**src/rtl/fetch_if.sv**
```systemverilog
// Fetch-stage bundle: the instruction-memory address/data pair, downstream control inputs and the IF/ID outputs.
// The master modport is the fetch stage. The slave modport is the memory/decode side.
interface fetch_if #(
    parameter int CNT_W = 16
);
    logic [7:0]       imem_addr;
    logic [15:0]      imem_instr;
    logic             stall;
    logic             redirect_valid;
    logic [7:0]       redirect_target;
    logic             halt_req;
    logic             resume;
    logic [15:0]      ifid_instr;
    logic [7:0]       ifid_pc;
    logic             ifid_valid;
    logic             halted;
    logic [CNT_W-1:0] fetch_count;

    modport master (
        output imem_addr, ifid_instr, ifid_pc, ifid_valid, halted, fetch_count,
        input  imem_instr, stall, redirect_valid, redirect_target, halt_req, resume
    );

    modport slave (
        input  imem_addr, ifid_instr, ifid_pc, ifid_valid, halted, fetch_count,
        output imem_instr, stall, redirect_valid, redirect_target, halt_req, resume
    );
endinterface

```
**src/rtl/fetch_stage.sv**
```systemverilog
// Instruction-fetch stage: owns the PC, fills the IF/ID register and runs the BOOT/RUN/HALT control FSM.
//  state | meaning
//  BOOT  | single bubble cycle after reset release, nothing captured
//  RUN   | normal fetch; redirect > stall > halt_req > fetch
//  HALT  | pc held, IF/ID invalid; leaves on resume
module fetch_stage #(
    parameter logic [7:0]  RESET_PC = 8'h00,
    parameter logic [15:0] NOP_WORD = 16'h0000,
    parameter int          CNT_W    = 16
) (
    input  logic     clk,
    input  logic     rst,
    fetch_if.master  bus
);
    typedef enum logic [1:0] {BOOT, RUN, HALT} state_t;

    state_t           state;
    state_t           state_nxt;
    logic [7:0]       pc;
    logic [15:0]      ifid_instr;
    logic [7:0]       ifid_pc;
    logic             ifid_valid;
    logic [CNT_W-1:0] fetch_count;

    logic do_redirect;
    logic do_hold;
    logic do_fetch;

    always_ff @(posedge clk or posedge rst) begin
        if (rst) begin
            state <= BOOT;
        end else begin
            state <= state_nxt;
        end
    end

    always_comb begin
        state_nxt = state;
        case (state)
            BOOT: state_nxt = RUN;
            RUN: begin
                if (!bus.redirect_valid && !bus.stall && bus.halt_req) begin
                    state_nxt = HALT;
                end
            end
            HALT: begin
                if (bus.resume) begin
                    state_nxt = RUN;
                end
            end
            default: state_nxt = BOOT;
        endcase
    end

    always_comb begin
        do_redirect = 1'b0;
        do_hold     = 1'b0;
        do_fetch    = 1'b0;
        if (state == RUN) begin
            do_redirect = bus.redirect_valid;
            do_hold     = !bus.redirect_valid && bus.stall;
            do_fetch    = !bus.redirect_valid && !bus.stall && !bus.halt_req;
        end
    end

    // Outside a fetch or stall the IF/ID slot is always invalid; only a redirect also scrubs the word.
    always_ff @(posedge clk or posedge rst) begin
        if (rst) begin
            pc          <= RESET_PC;
            ifid_instr  <= NOP_WORD;
            ifid_pc     <= 8'h00;
            ifid_valid  <= 1'b0;
            fetch_count <= '0;
        end else if (do_redirect) begin
            pc         <= bus.redirect_target;
            ifid_instr <= NOP_WORD;
            ifid_valid <= 1'b0;
        end else if (do_fetch) begin
            ifid_instr <= bus.imem_instr;
            ifid_pc    <= pc;
            ifid_valid <= 1'b1;
            pc         <= pc + 8'd1;
            if (fetch_count != '1) begin
                fetch_count <= fetch_count + 1'b1;
            end
        end else if (!do_hold) begin
            ifid_valid <= 1'b0;
        end
    end

    assign bus.imem_addr   = pc;
    assign bus.ifid_instr  = ifid_instr;
    assign bus.ifid_pc     = ifid_pc;
    assign bus.ifid_valid  = ifid_valid;
    assign bus.halted      = (state == HALT);
    assign bus.fetch_count = fetch_count;
endmodule

```
**src/flat_wrapper.sv**
```systemverilog
// flat-port wrapper written by rule: the top's interface ports become plain ports
module fetch_stage_flat 
#(
    parameter logic [7:0]  RESET_PC = 8'h00,
    parameter logic [15:0] NOP_WORD = 16'h0000,
    parameter int          CNT_W    = 16
)
  (clk, rst, bus_imem_addr, bus_ifid_instr, bus_ifid_pc, bus_ifid_valid, bus_halted, bus_fetch_count, bus_imem_instr, bus_stall, bus_redirect_valid, bus_redirect_target, bus_halt_req, bus_resume);
  fetch_if #(.CNT_W(CNT_W)) bus_i ();
  input  logic clk;
  input  logic rst;
  output wire logic [$bits(bus_i.imem_addr)-1:0] bus_imem_addr;
  output wire logic [$bits(bus_i.ifid_instr)-1:0] bus_ifid_instr;
  output wire logic [$bits(bus_i.ifid_pc)-1:0] bus_ifid_pc;
  output wire logic [$bits(bus_i.ifid_valid)-1:0] bus_ifid_valid;
  output wire logic [$bits(bus_i.halted)-1:0] bus_halted;
  output wire logic [$bits(bus_i.fetch_count)-1:0] bus_fetch_count;
  input wire logic [$bits(bus_i.imem_instr)-1:0] bus_imem_instr;
  input wire logic [$bits(bus_i.stall)-1:0] bus_stall;
  input wire logic [$bits(bus_i.redirect_valid)-1:0] bus_redirect_valid;
  input wire logic [$bits(bus_i.redirect_target)-1:0] bus_redirect_target;
  input wire logic [$bits(bus_i.halt_req)-1:0] bus_halt_req;
  input wire logic [$bits(bus_i.resume)-1:0] bus_resume;
  assign bus_imem_addr = bus_i.imem_addr;
  assign bus_ifid_instr = bus_i.ifid_instr;
  assign bus_ifid_pc = bus_i.ifid_pc;
  assign bus_ifid_valid = bus_i.ifid_valid;
  assign bus_halted = bus_i.halted;
  assign bus_fetch_count = bus_i.fetch_count;
  assign bus_i.imem_instr = bus_imem_instr;
  assign bus_i.stall = bus_stall;
  assign bus_i.redirect_valid = bus_redirect_valid;
  assign bus_i.redirect_target = bus_redirect_target;
  assign bus_i.halt_req = bus_halt_req;
  assign bus_i.resume = bus_resume;
  fetch_stage #(.RESET_PC(RESET_PC), .NOP_WORD(NOP_WORD), .CNT_W(CNT_W)) u_core (.clk(clk), .rst(rst), .bus(bus_i));
endmodule
```
**config.mk**
```make
export PLATFORM = sky130hd
export DESIGN_NAME = fetch_stage_flat
export DESIGN_NICKNAME = d
export VERILOG_FILES = /design/src/rtl/fetch_if.sv /design/src/rtl/fetch_stage.sv /design/src/flat_wrapper.sv
export SDC_FILE = /design/constraint.sdc
export NUM_CORES = 1
export LEC_CHECK = 0
export BUFFER_PORTS_ARGS = -buffer_cell sky130_fd_sc_hd__buf_2
export CAP_MARGIN = 15
export CELL_PAD_IN_SITES_DETAIL_PLACEMENT = 0
export CELL_PAD_IN_SITES_GLOBAL_PLACEMENT = 1
export CORE_AREA = 4 4 85 87
export DETAILED_ROUTE_END_ITERATION = 8
export DIE_AREA = 0 0 89 91
export GPL_TIMING_DRIVEN = 0
export PLACE_DENSITY_LB_ADDON = 0.1
export SLEW_MARGIN = 0
export SYNTH_ARGS = -nofsm -noshare
export SYNTH_HDL_FRONTEND = slang
export SYNTH_SLANG_ARGS = --single-unit
```
**constraint.sdc**
```tcl
create_clock -name clk -period 3 [get_ports clk]
set_clock_uncertainty 0.2 [all_clocks]
set_input_delay 0.3 -clock clk [delete_from_list [all_inputs] [get_ports clk]]
set_output_delay 0.3 -clock clk [all_outputs]
set_load 0.01 [all_outputs]
```
==> results of run 1 <==
-- registers in the layout (all words and copies together) (netlist names) --
| name | cells |
|---|---|
| u_core.bus.imem_addr | 8 |
| u_core.bus.ifid_valid | 1 |
| u_core.state | 2 |
| u_core.bus.ifid_instr | 16 |
| u_core.bus.ifid_pc | 8 |
| u_core.bus.fetch_count | 16 |
-- worst paths after layout --
check / from / endpoint / slack (ps) / cells past startpoint
worst max-delay path: bus_redirect_valid / u_core.bus.ifid_instr[3]$_DFFE_PP0P_ / 240 / 10
worst min-delay path: bus_redirect_target[4] / u_core.bus.imem_addr[4]$_DFFE_PP0P_ / 30 / 3
worst max register to register: u_core.state[1]$_DFFE_PP0P_ / u_core.bus.ifid_instr[3]$_DFFE_PP0P_ / 470 / 8
worst min register to register: u_core.bus.ifid_pc[6]$_DFFE_PP0P_ / u_core.bus.ifid_pc[6]$_DFFE_PP0P_ / 280 / 2
max in group asynchronous: rst / u_core.bus.fetch_count[1]$_DFFE_PP0P_ / 1690 / 4
min in group asynchronous: rst / u_core.bus.ifid_instr[4]$_DFFE_PP0P_ / 370 / 3
-- layout by cell type, fill, tap and decap left out, types with 2 or more instances in the layout --
cell | netlist | layout
ha_1 | 2 | 2
nor2b_1 | 2 | 2
a21oi_1 | 5 | 5
xnor2_1 | 7 | 7
nor4_1 | 6 | 6
a221o_1 | 2 | 2
xor2_1 | 11 | 11
nor2_1 | 7 | 7
bufinv_16 | 0 | 2
buf_2 | 3 | 81
nand4_1 | 6 | 6
dlygate4sd3_1 | 0 | 20
nand2_1 | 60 | 60
o21ai_0 | 10 | 10
nand3_1 | 25 | 25
nor4_2 | 3 | 3
nor3_1 | 6 | 6
clkbuf_8 | 0 | 5
buf_1 | 2 | 2
dfrtp_1 | 51 | 51
inv_1 | 7 | 6
clkbuf_1 | 6 | 7
-- critical path, stage by stage --
cell and delay (ps):
dlygate4sd3_1 520, buf_2 150, or4b_1 490, buf_2 180
or2_1 200, buf_2 160, clkbuf_1 240, buf_1 290
nand3_1 160, nand2_1 60
-- stage by stage --
stage                     setup WS, ps  cell area, um2  util (%)
after global routing             71.70            3163     49.81
after detailed placement         459.0            2830     44.57
after floorplan                  778.0            2323         -
after CTS                        236.7            3163     49.81
after global placement           453.5            2810     44.26
final                            244.4            3163     49.81
-- power by group --
| group | internal (W) | switching, W |
|---|---|---|
| registers | 0.000789 | 0.0000947 |
| clock network | 0.000333 | 0.000224 |
| logic | 0.000181 | 0.000213 |
-- per-layer routing --
metal | share of wire, % | GRT usage, % | vias up
li1 | - | - | 1029
met1 | 48 | 20.67 | 907
met2 | 44 | 23.89 | 61
met3 | 7.1 | 3.167 | 7
met4 | 1.0 | 4.094 | 0
met5 | 0 | 0 | -
-- repair_timing --
item	in CTS	in global routing
hold buffers	20	0
endpoints found under the hold margin	41	0
setup endpoints to repair	0	0
-- kinds of logic (layout without fill, tap and decap cells) --
family / Yosys count / after routing
adders and majority gates: 2 / 2
buffers and inverters: 19 / 126
muxes: 1 / 1
AOI/OAI and AO/OA: 23 / 23
DFF: 51 / 51
and+or+nand+nor: 126 / 126
xor gates and xnor gates: 18 / 18
-- final cells by class --
class | instances | area share (%)
multi-input cells | 170 | 30.50
inverters | 7 | 0.8307
flip-flops and latches | 51 | 40.35
clock buffers | 6 | 2.294
repair buffers | 99 | 19.30
well taps | 77 | 3.046
plain buffers | 12 | 1.780
clock inverters | 2 | 1.899
==> impl_metrics.env, run 1 <==
export IMPL_diodes=0
export IMPL_finalMaxSlewViolations=0
export IMPL_dr_total_vias=2004
export IMPL_nFillCells=651
export IMPL_fmax_mhz=362.9
export IMPL_initial_core_util_pct=36.59
export IMPL_fin_cells=424
export IMPL_clk_latency_ps=300
export IMPL_status="complete, no violations"
export IMPL_fin_hold_ws_ps=25.91
export IMPL_cap_violations=0
export IMPL_synth_avg_cell_area_um2=9.681
export IMPL_synth_flop_cell="dfrtp_1"
export IMPL_synth_most_common_cell="nand2_1"
export IMPL_ys_types=38
export IMPL_cts_setup_buffers=0
export IMPL_hpwl_um=4236
export IMPL_min_path_type="input pin to register"
export IMPL_wl_per_cell_um=13.87
export IMPL_drive_gt1_share_pct=28.24
export IMPL_ios=80
export IMPL_cts_repair_resized=0
export IMPL_antenna_left=0
export IMPL_coreArea_um2=6350
export IMPL_drc_errors=0
export IMPL_grt_max_degree=30
export IMPL_finalHoldViolCount=0
export IMPL_power_density_nw_per_um2=579.9
export IMPL_track_usage_pct=15.01
export IMPL_clockBufferDepth=2
export IMPL_worstMarginPinSlew_ps=635.3
export IMPL_critical_path_required_ps=2990
export IMPL_grt_pass1_wl_um=9818
export IMPL_cts_buffers=5
export IMPL_clk_pin_slew_ps=90
export IMPL_cts_sinks=51
export IMPL_synth_area_um2=2323
export IMPL_critical_path_class="input pin to register"
export IMPL_ys_top_cells_by_area="dfrtp_1, nand2_1, nand3_1"
export IMPL_setup_viol=0
export IMPL_synth_compound_area_share_pct=6.193
export IMPL_cts_htree_levels=2
export IMPL_synth_top_family_by_area="simple AND/OR/NAND/NOR gates"
export IMPL_fin_tns_setup_ps=0
export IMPL_crit_fanout=10
export IMPL_die_w_um=89
export IMPL_synth_xor_area_share_pct=6.785
export IMPL_grt_pass1_vias=2051
export IMPL_synth_fa_ha_area_share_pct=1.077
export IMPL_wl_um=5881
export IMPL_multiInputGateArea_um2=964.7
export IMPL_grt_ovfl_total=0
export IMPL_rsz0062_at_grt="no"
export IMPL_via_per_inst=4.726
export IMPL_regArea_um2=1276
export IMPL_arrival_ps=2750
export IMPL_drtIter0Drc=57
export IMPL_dp_cells=396
export IMPL_synthToLayoutAreaGrowth_pct=36.13
export IMPL_cts_tree="built"
export IMPL_synth_seq_cells=51
export IMPL_yosys_area_share_simple_pct=26.98
export IMPL_placementRows=29
export IMPL_fin_nets=378
export IMPL_synth_area_leader_cell="dfrtp_1"
export IMPL_p_leak_nw=1.665
export IMPL_relSlewSlack_pct=57.49
export IMPL_syn_inst=240
export IMPL_fin_crit_sh_pct=91.85
export IMPL_min_period_ps=2756
export IMPL_finalPower_w=0.001834
export IMPL_startpoint_type="input pin"
export IMPL_die_area_um2=8099
export IMPL_synth_async_sr_flop_share_pct=100.0
export IMPL_synth_mux_area_share_pct=0.4847
export IMPL_place_congestion=0.7166
export IMPL_synth_edf_count=0
export IMPL_end_kind="register"
export IMPL_syn_num_nets=272
export IMPL_cts_root_buffer="clkbuf_8"
export IMPL_die_h_um=91
export IMPL_synth_top_area_share_pct=54.93
export IMPL_seq_area_frac_synth_pct=54.93
export IMPL_ir_drop_v=0.0002541
export IMPL_portBuffers=78
export IMPL_drt_pass1_iter_count=4
export IMPL_antenna_found_initial=0
export IMPL_yosys_top_cells_count="nand2_1, dfrtp_1, nand3_1, xor2_1, o21ai_0"
export IMPL_yosysWarnings=0
Note: power is estimated with default switching activity, not from simulation.
==> run 2, diff against run 1 <==
Settings changed: CORE_AREA 4 4 85 87 to 4 4 89 91, DIE_AREA 0 0 89 91 to 0 0 93 95.
Clock period 3 ns to 2.3 ns, I/O delays scaled along.
==> impl_metrics.env, run 2 (same netlist as run 1, synthesis figures left out) <==
export IMPL_die_area_um2=8835
export IMPL_reg2reg_depth=6
export IMPL_wl_per_cell_um=13.72
export IMPL_via_per_inst=4.639
export IMPL_final_core_util_pct=46.34
export IMPL_clk_pin_slew_ps=100
export IMPL_drt_pass1_iter_count=4
export IMPL_dp_cells=418
export IMPL_crit_fanout=10
export IMPL_cpLargestDelayFamily="simple AND/OR/NAND/NOR gates"
export IMPL_coreArea_um2=7137
export IMPL_rsz0062_at_grt="yes"
export IMPL_min_delay_start="bus_redirect_target[2]"
export IMPL_fin_area_um2=3307
export IMPL_internal_power_w=0.001631
export IMPL_track_usage_pct=14.73
export IMPL_clkPwrFrac_pct=28.1
export IMPL_critical_path_required_ps=2330
export IMPL_worstMarginPinSlew_ps=556.5
export IMPL_clockBufferDepth=2
export IMPL_fin_cells=452
export IMPL_clk_latency_ps=300
export IMPL_power_share_sequential_pct=49.1
export IMPL_end_kind="register"
export IMPL_hpwl_um=4373
export IMPL_initial_core_util_pct=32.56
export IMPL_routed_wl_met2_um=3028
export IMPL_grt_max_degree=29
export IMPL_cp_cell_sequence="or4b_1 -> buf_6 -> or2_4 -> buf_8 -> nor4_4 -> xor2_1"
export IMPL_diodes=0
export IMPL_cap_violations=0
export IMPL_holdPathStages=3
export IMPL_wl_um=6202
export IMPL_p_leak_nw=1.715
export IMPL_fin_tns_setup_ps=0
export IMPL_portBuffers=78
export IMPL_placed_cell_area_um2=2858
export IMPL_status="complete, no violations"
export IMPL_switching_share_pct=30.40
export IMPL_top_layer="met4"
export IMPL_antenna_found_initial=0
export IMPL_fin_nets=384
export IMPL_timing_reg2reg_setup_slack_ps=90
export IMPL_dr_total_vias=2097
export IMPL_drtIter0Drc=61
export IMPL_min_period_ps=2208
export IMPL_die_h_um=95
export IMPL_setup_viol=0
export IMPL_wl_met1_um=2742
export IMPL_r2r_start="u_core.state[1]$_DFFE_PP0P_"
export IMPL_fmax_mhz=452.9
export IMPL_critical_path_class="register to register"
export IMPL_drive_gt1_share_pct=30.59
export IMPL_finalPower_w=0.002343
export IMPL_min_path_type="input pin to register"
export IMPL_regArea_um2=1276
export IMPL_grt_pass1_wl_um=10270
export IMPL_setup_worst_path_start="u_core.state[1]$_DFFE_PP0P_"
export IMPL_layout_common_cells="buf_2, nand2_1, dfrtp_1"
export IMPL_finalMaxSlewViolations=0
export IMPL_drc_errors=0
export IMPL_cts_tree="built"
export IMPL_slowest_delay_ps=540
export IMPL_synthToLayoutAreaGrowth_pct=42.33
export IMPL_combinationalPowerShare_pct=22.7
export IMPL_reg_top3="u_core.bus.fetch_count: 16 flops, u_core.bus.ifid_instr: 16 flops"
export IMPL_ir_drop_v=0.0003740
export IMPL_relSlewSlack_pct=62.76
export IMPL_switchingPower_w=0.0007124
export IMPL_grt_ovfl_total=0
export IMPL_startpoint_type="register"
export IMPL_nFillCells=759
export IMPL_rr_endpoint="u_core.bus.fetch_count[15]$_DFFE_PP0P_"
export IMPL_cts_htree_levels=2
export IMPL_finalHoldViolCount=0
export IMPL_fin_crit_sh_pct=96.00
export IMPL_crit_slowest_cell="or4b_1"
export IMPL_cts_root_buffer="clkbuf_8"
export IMPL_ios=80
export IMPL_layout_commonest_cell="buf_2"
export IMPL_wl_met3_um=360
export IMPL_power_density_nw_per_um2=708.6
export IMPL_min_to="u_core.bus.imem_addr[2]$_DFFE_PP0P_"
export IMPL_grt_pass1_vias=2116
export IMPL_place_congestion=0.7155
export IMPL_arrival_ps=2240
export IMPL_die_w_um=93
export IMPL_crit_buf_inv=2
export IMPL_cts_buffers=5
export IMPL_cts_sinks=51
export IMPL_antenna_left=0
export IMPL_multiInputGateArea_um2=1007
export IMPL_placementRows=31
-- run 2: worst register-to-register path, stage by stage, from the launching register on --
cell	delay [ps]
dfrtp_1	390
or4b_1	540
buf_6	160
or2_4	260
buf_8	160
nor4_4	280
xor2_1	160
-- run 2: routing by layer --
layer / vias up / track usage [%]
met5: - / 0
met4: 0 / 4.029
met3: 6 / 3.825
met2: 59 / 25.25
met1: 985 / 18.40
li1: 1047 / -
-- run 2: how the worst max path moves through the flow --
stage                                             end  depth (start not counted)
6_report       u_core.bus.fetch_count[15]$_DFFE_PP0P_                          6
5_1_grt         u_core.bus.fetch_count[8]$_DFFE_PP0P_                          5
4_1_cts        u_core.bus.fetch_count[15]$_DFFE_PP0P_                          6
3_3_place_gp     u_core.bus.ifid_instr[2]$_DFFE_PP0P_                          6
2_1_floorplan    u_core.bus.ifid_instr[0]$_DFFE_PP0P_                          8
3_5_place_dp    u_core.bus.ifid_instr[15]$_DFFE_PP0P_                          6
-- run 2: through the flow --
stage                     hold slack, ps  worst slack, ps
final                              18.27            92.03
after floorplan                    103.5            78.05
after global placement             224.4           -297.3
after detailed placement           117.7           -273.6
after global routing               17.82           -17.31
after CTS                          10.75            14.39
-- run 2: power by group through the flow --
| stage | clock [W] | sequential, W | combinational, W |
|---|---|---|---|
| 6_report | 0.000659 | 0.00115 | 0.000533 |
| 3_5_place_dp | 0 | 0.00117 | 0.000498 |
| 3_3_place_gp | 0 | 0.00117 | 0.000492 |
| 5_1_grt | 0.000715 | 0.00118 | 0.000600 |
| 2_1_floorplan | 0 | 0.00122 | 0.000211 |
| 4_1_cts | 0.000685 | 0.00115 | 0.000543 |
-- run 2: what timing repair did --
action,CTS,global route
hold buffers,26,0
pin swaps,1,2
setup buffers,1,0
gates resized for setup,17,4
endpoints found under the hold margin,48,0
setup endpoints to repair,41,31
-- run 2: layout make-up --
class	count	area share (%)
Clock buffer	6	2.497
Clock inverter	2	1.059
Buffer	11	2.346
Timing Repair Buffer	106	20.51
Tap cell	99	3.746
Sequential cell	51	38.59
Inverter	7	0.7946
Multi-Input combinational cell	170	30.46
==> run 3, diff against run 2 <==
Settings changed: PLACE_DENSITY from default to 0.85, PLACE_DENSITY_LB_ADDON 0.1 to default.
==> impl_metrics.env, run 3 (same netlist as run 1, synthesis figures left out) <==
export IMPL_critical_path_required_ps=2330
export IMPL_finalMaxSlewViolations=0
export IMPL_hpwl_um=4345
export IMPL_fin_nets=384
export IMPL_regArea_um2=1277
export IMPL_reg_top3="u_core.bus.fetch_count: 16 flops, u_core.bus.ifid_instr: 16 flops"
export IMPL_status="complete, no violations"
export IMPL_portBuffers=78
export IMPL_rsz0062_at_grt="yes"
export IMPL_cts_sinks=51
export IMPL_multiInputGateArea_um2=993.5
export IMPL_min_delay_start="bus_redirect_target[2]"
export IMPL_initial_core_util_pct=32.56
export IMPL_coreArea_um2=7137
export IMPL_cts_tree="built"
export IMPL_grt_pass1_wl_um=10120
export IMPL_critical_path_class="register to register"
export IMPL_die_h_um=95
export IMPL_ir_drop_v=0.0004052
export IMPL_r2r_start="u_core.state[1]$_DFFE_PP0P_"
export IMPL_layout_common_cells="buf_2, nand2_1, dfrtp_1"
export IMPL_synthToLayoutAreaGrowth_pct=40.93
export IMPL_clk_latency_ps=300
export IMPL_crit_fanout=10
export IMPL_antenna_found_initial=0
export IMPL_cts_buffers=5
export IMPL_die_w_um=93
export IMPL_grt_pass1_vias=2097
export IMPL_worstMarginPinSlew_ps=519.4
export IMPL_drc_errors=0
export IMPL_finalHoldViolCount=0
export IMPL_startpoint_type="register"
export IMPL_relSlewSlack_pct=65.25
export IMPL_antenna_left=0
export IMPL_cap_violations=0
export IMPL_wl_um=6210
export IMPL_ios=80
export IMPL_fin_cells=452
export IMPL_layout_commonest_cell="buf_2"
export IMPL_power_density_nw_per_um2=688.4
export IMPL_drtIter0Drc=66
export IMPL_drive_gt1_share_pct=30.31
export IMPL_clockBufferDepth=2
export IMPL_cts_root_buffer="clkbuf_8"
export IMPL_track_usage_pct=14.25
export IMPL_cpLargestDelayFamily="simple AND/OR/NAND/NOR gates"
export IMPL_drt_pass1_iter_count=4
export IMPL_slowest_delay_ps=530
export IMPL_nFillCells=742
export IMPL_timing_reg2reg_setup_slack_ps=60
export IMPL_diodes=0
export IMPL_arrival_ps=2270
export IMPL_p_leak_nw=1.704
export IMPL_setup_worst_path_start="u_core.state[1]$_DFFE_PP0P_"
export IMPL_grt_ovfl_total=0
export IMPL_wl_per_cell_um=13.74
export IMPL_finalPower_w=0.002254
export IMPL_crit_slowest_cell="or4b_1"
export IMPL_min_path_type="input pin to register"
export IMPL_cts_htree_levels=2
export IMPL_grt_max_degree=32
export IMPL_fin_crit_sh_pct=97.28
export IMPL_crit_buf_inv=2
export IMPL_dr_total_vias=2119
export IMPL_via_per_inst=4.688
export IMPL_fmax_mhz=447.0
export IMPL_setup_viol=0
export IMPL_placementRows=31
export IMPL_cp_cell_sequence="or4b_1 -> buf_6 -> or2_4 -> buf_8 -> nor4_2 -> xor2_1"
export IMPL_die_area_um2=8835
export IMPL_min_period_ps=2237
export IMPL_clk_pin_slew_ps=90
export IMPL_place_congestion=0.7655
export IMPL_end_kind="register"
export IMPL_dp_cells=418
export IMPL_fin_tns_setup_ps=0
==> run 3: cell count changes in the layout (fill, tap and decap cells not counted) <==
cell and delta:
buf_2 +1, bufinv_16 -1, clkbuf_1 +1, clkbuf_4 -1, clkbuf_8 +1, clkinv_2 -1
dfrtp_1 -1, dfrtp_2 +1, nor3b_1 +1, nor3b_2 -1, nor4_2 +1, nor4_4 -1
==> run 3: per-stage QoR <==
stage	setup slack (ps)	hold WS, ps	area, um2	util (%)
final	62.65	44.36	3274	45.88
after global routing	-0.2838	66.82	3274	45.88
after CTS	19.10	33.86	3263	45.72
after detailed placement	-226.5	74.07	2858	40.04
after global placement	-211.6	221.6	2838	39.76
after floorplan	78.05	103.5	2323	-
==> run 3: worst register-to-register path, cell delays in order (launching register included) <==
cell and delay, ps:
dfrtp_1 390, or4b_1 530, buf_6 160, or2_4 270
buf_8 160, nor4_2 300, xor2_1 160
==> run 3: layout make-up <==
type,count,share of cell area [%]
buffer,11,2.293
clock buffer,8,3.057
inverter,7,0.8024
multi-input combinational,170,30.34
sequential,51,39.01
tap,99,3.783
timing repair buffer,106,20.71
==> run 3: worst paths after layout <==
check	endpoint	cells after the start
max	u_core.bus.fetch_count[7]$_DFFE_PP0P_	6
min	u_core.bus.imem_addr[2]$_DFFE_PP0P_	3
max reg2reg	u_core.bus.fetch_count[7]$_DFFE_PP0P_	6
min reg2reg	u_core.bus.ifid_pc[6]$_DFFE_PP0P_	2
max in group asynchronous	u_core.bus.ifid_instr[2]$_DFFE_PP0P_	4
min in group asynchronous	u_core.bus.fetch_count[15]$_DFFE_PP0P_	3
==> run 3: what timing repair did <==
item                       in CTS  in global routing
buffers inserted                1                  0
hold endpoints to repair       46                  0
setup endpoints to repair      36                 16
resized for setup              15                  5
hold buffers                   26                  0
pin swaps                       1                  4
gates cloned                    0                  0
==> run 3: report_power, final <==
part	switching [W]	leakage [nW]	total [W]	internal (W)
Clock	0.000284	0.0515	0.000560	0.000275
Combinational	0.000289	0.985	0.000540	0.000250
Sequential	0.000126	0.668	0.00115	0.00103
Total	0.000700	1.70	0.00225	0.00155
==> run 3: layer usage <==
metal,routed length [um],vias to the layer above,GRT usage (%)
met4,34,0,2.930
met1,2691,996,17.40
met5,0,-,0
li1,-,1043,-
met2,3103,75,25.73
met3,381,5,3.267
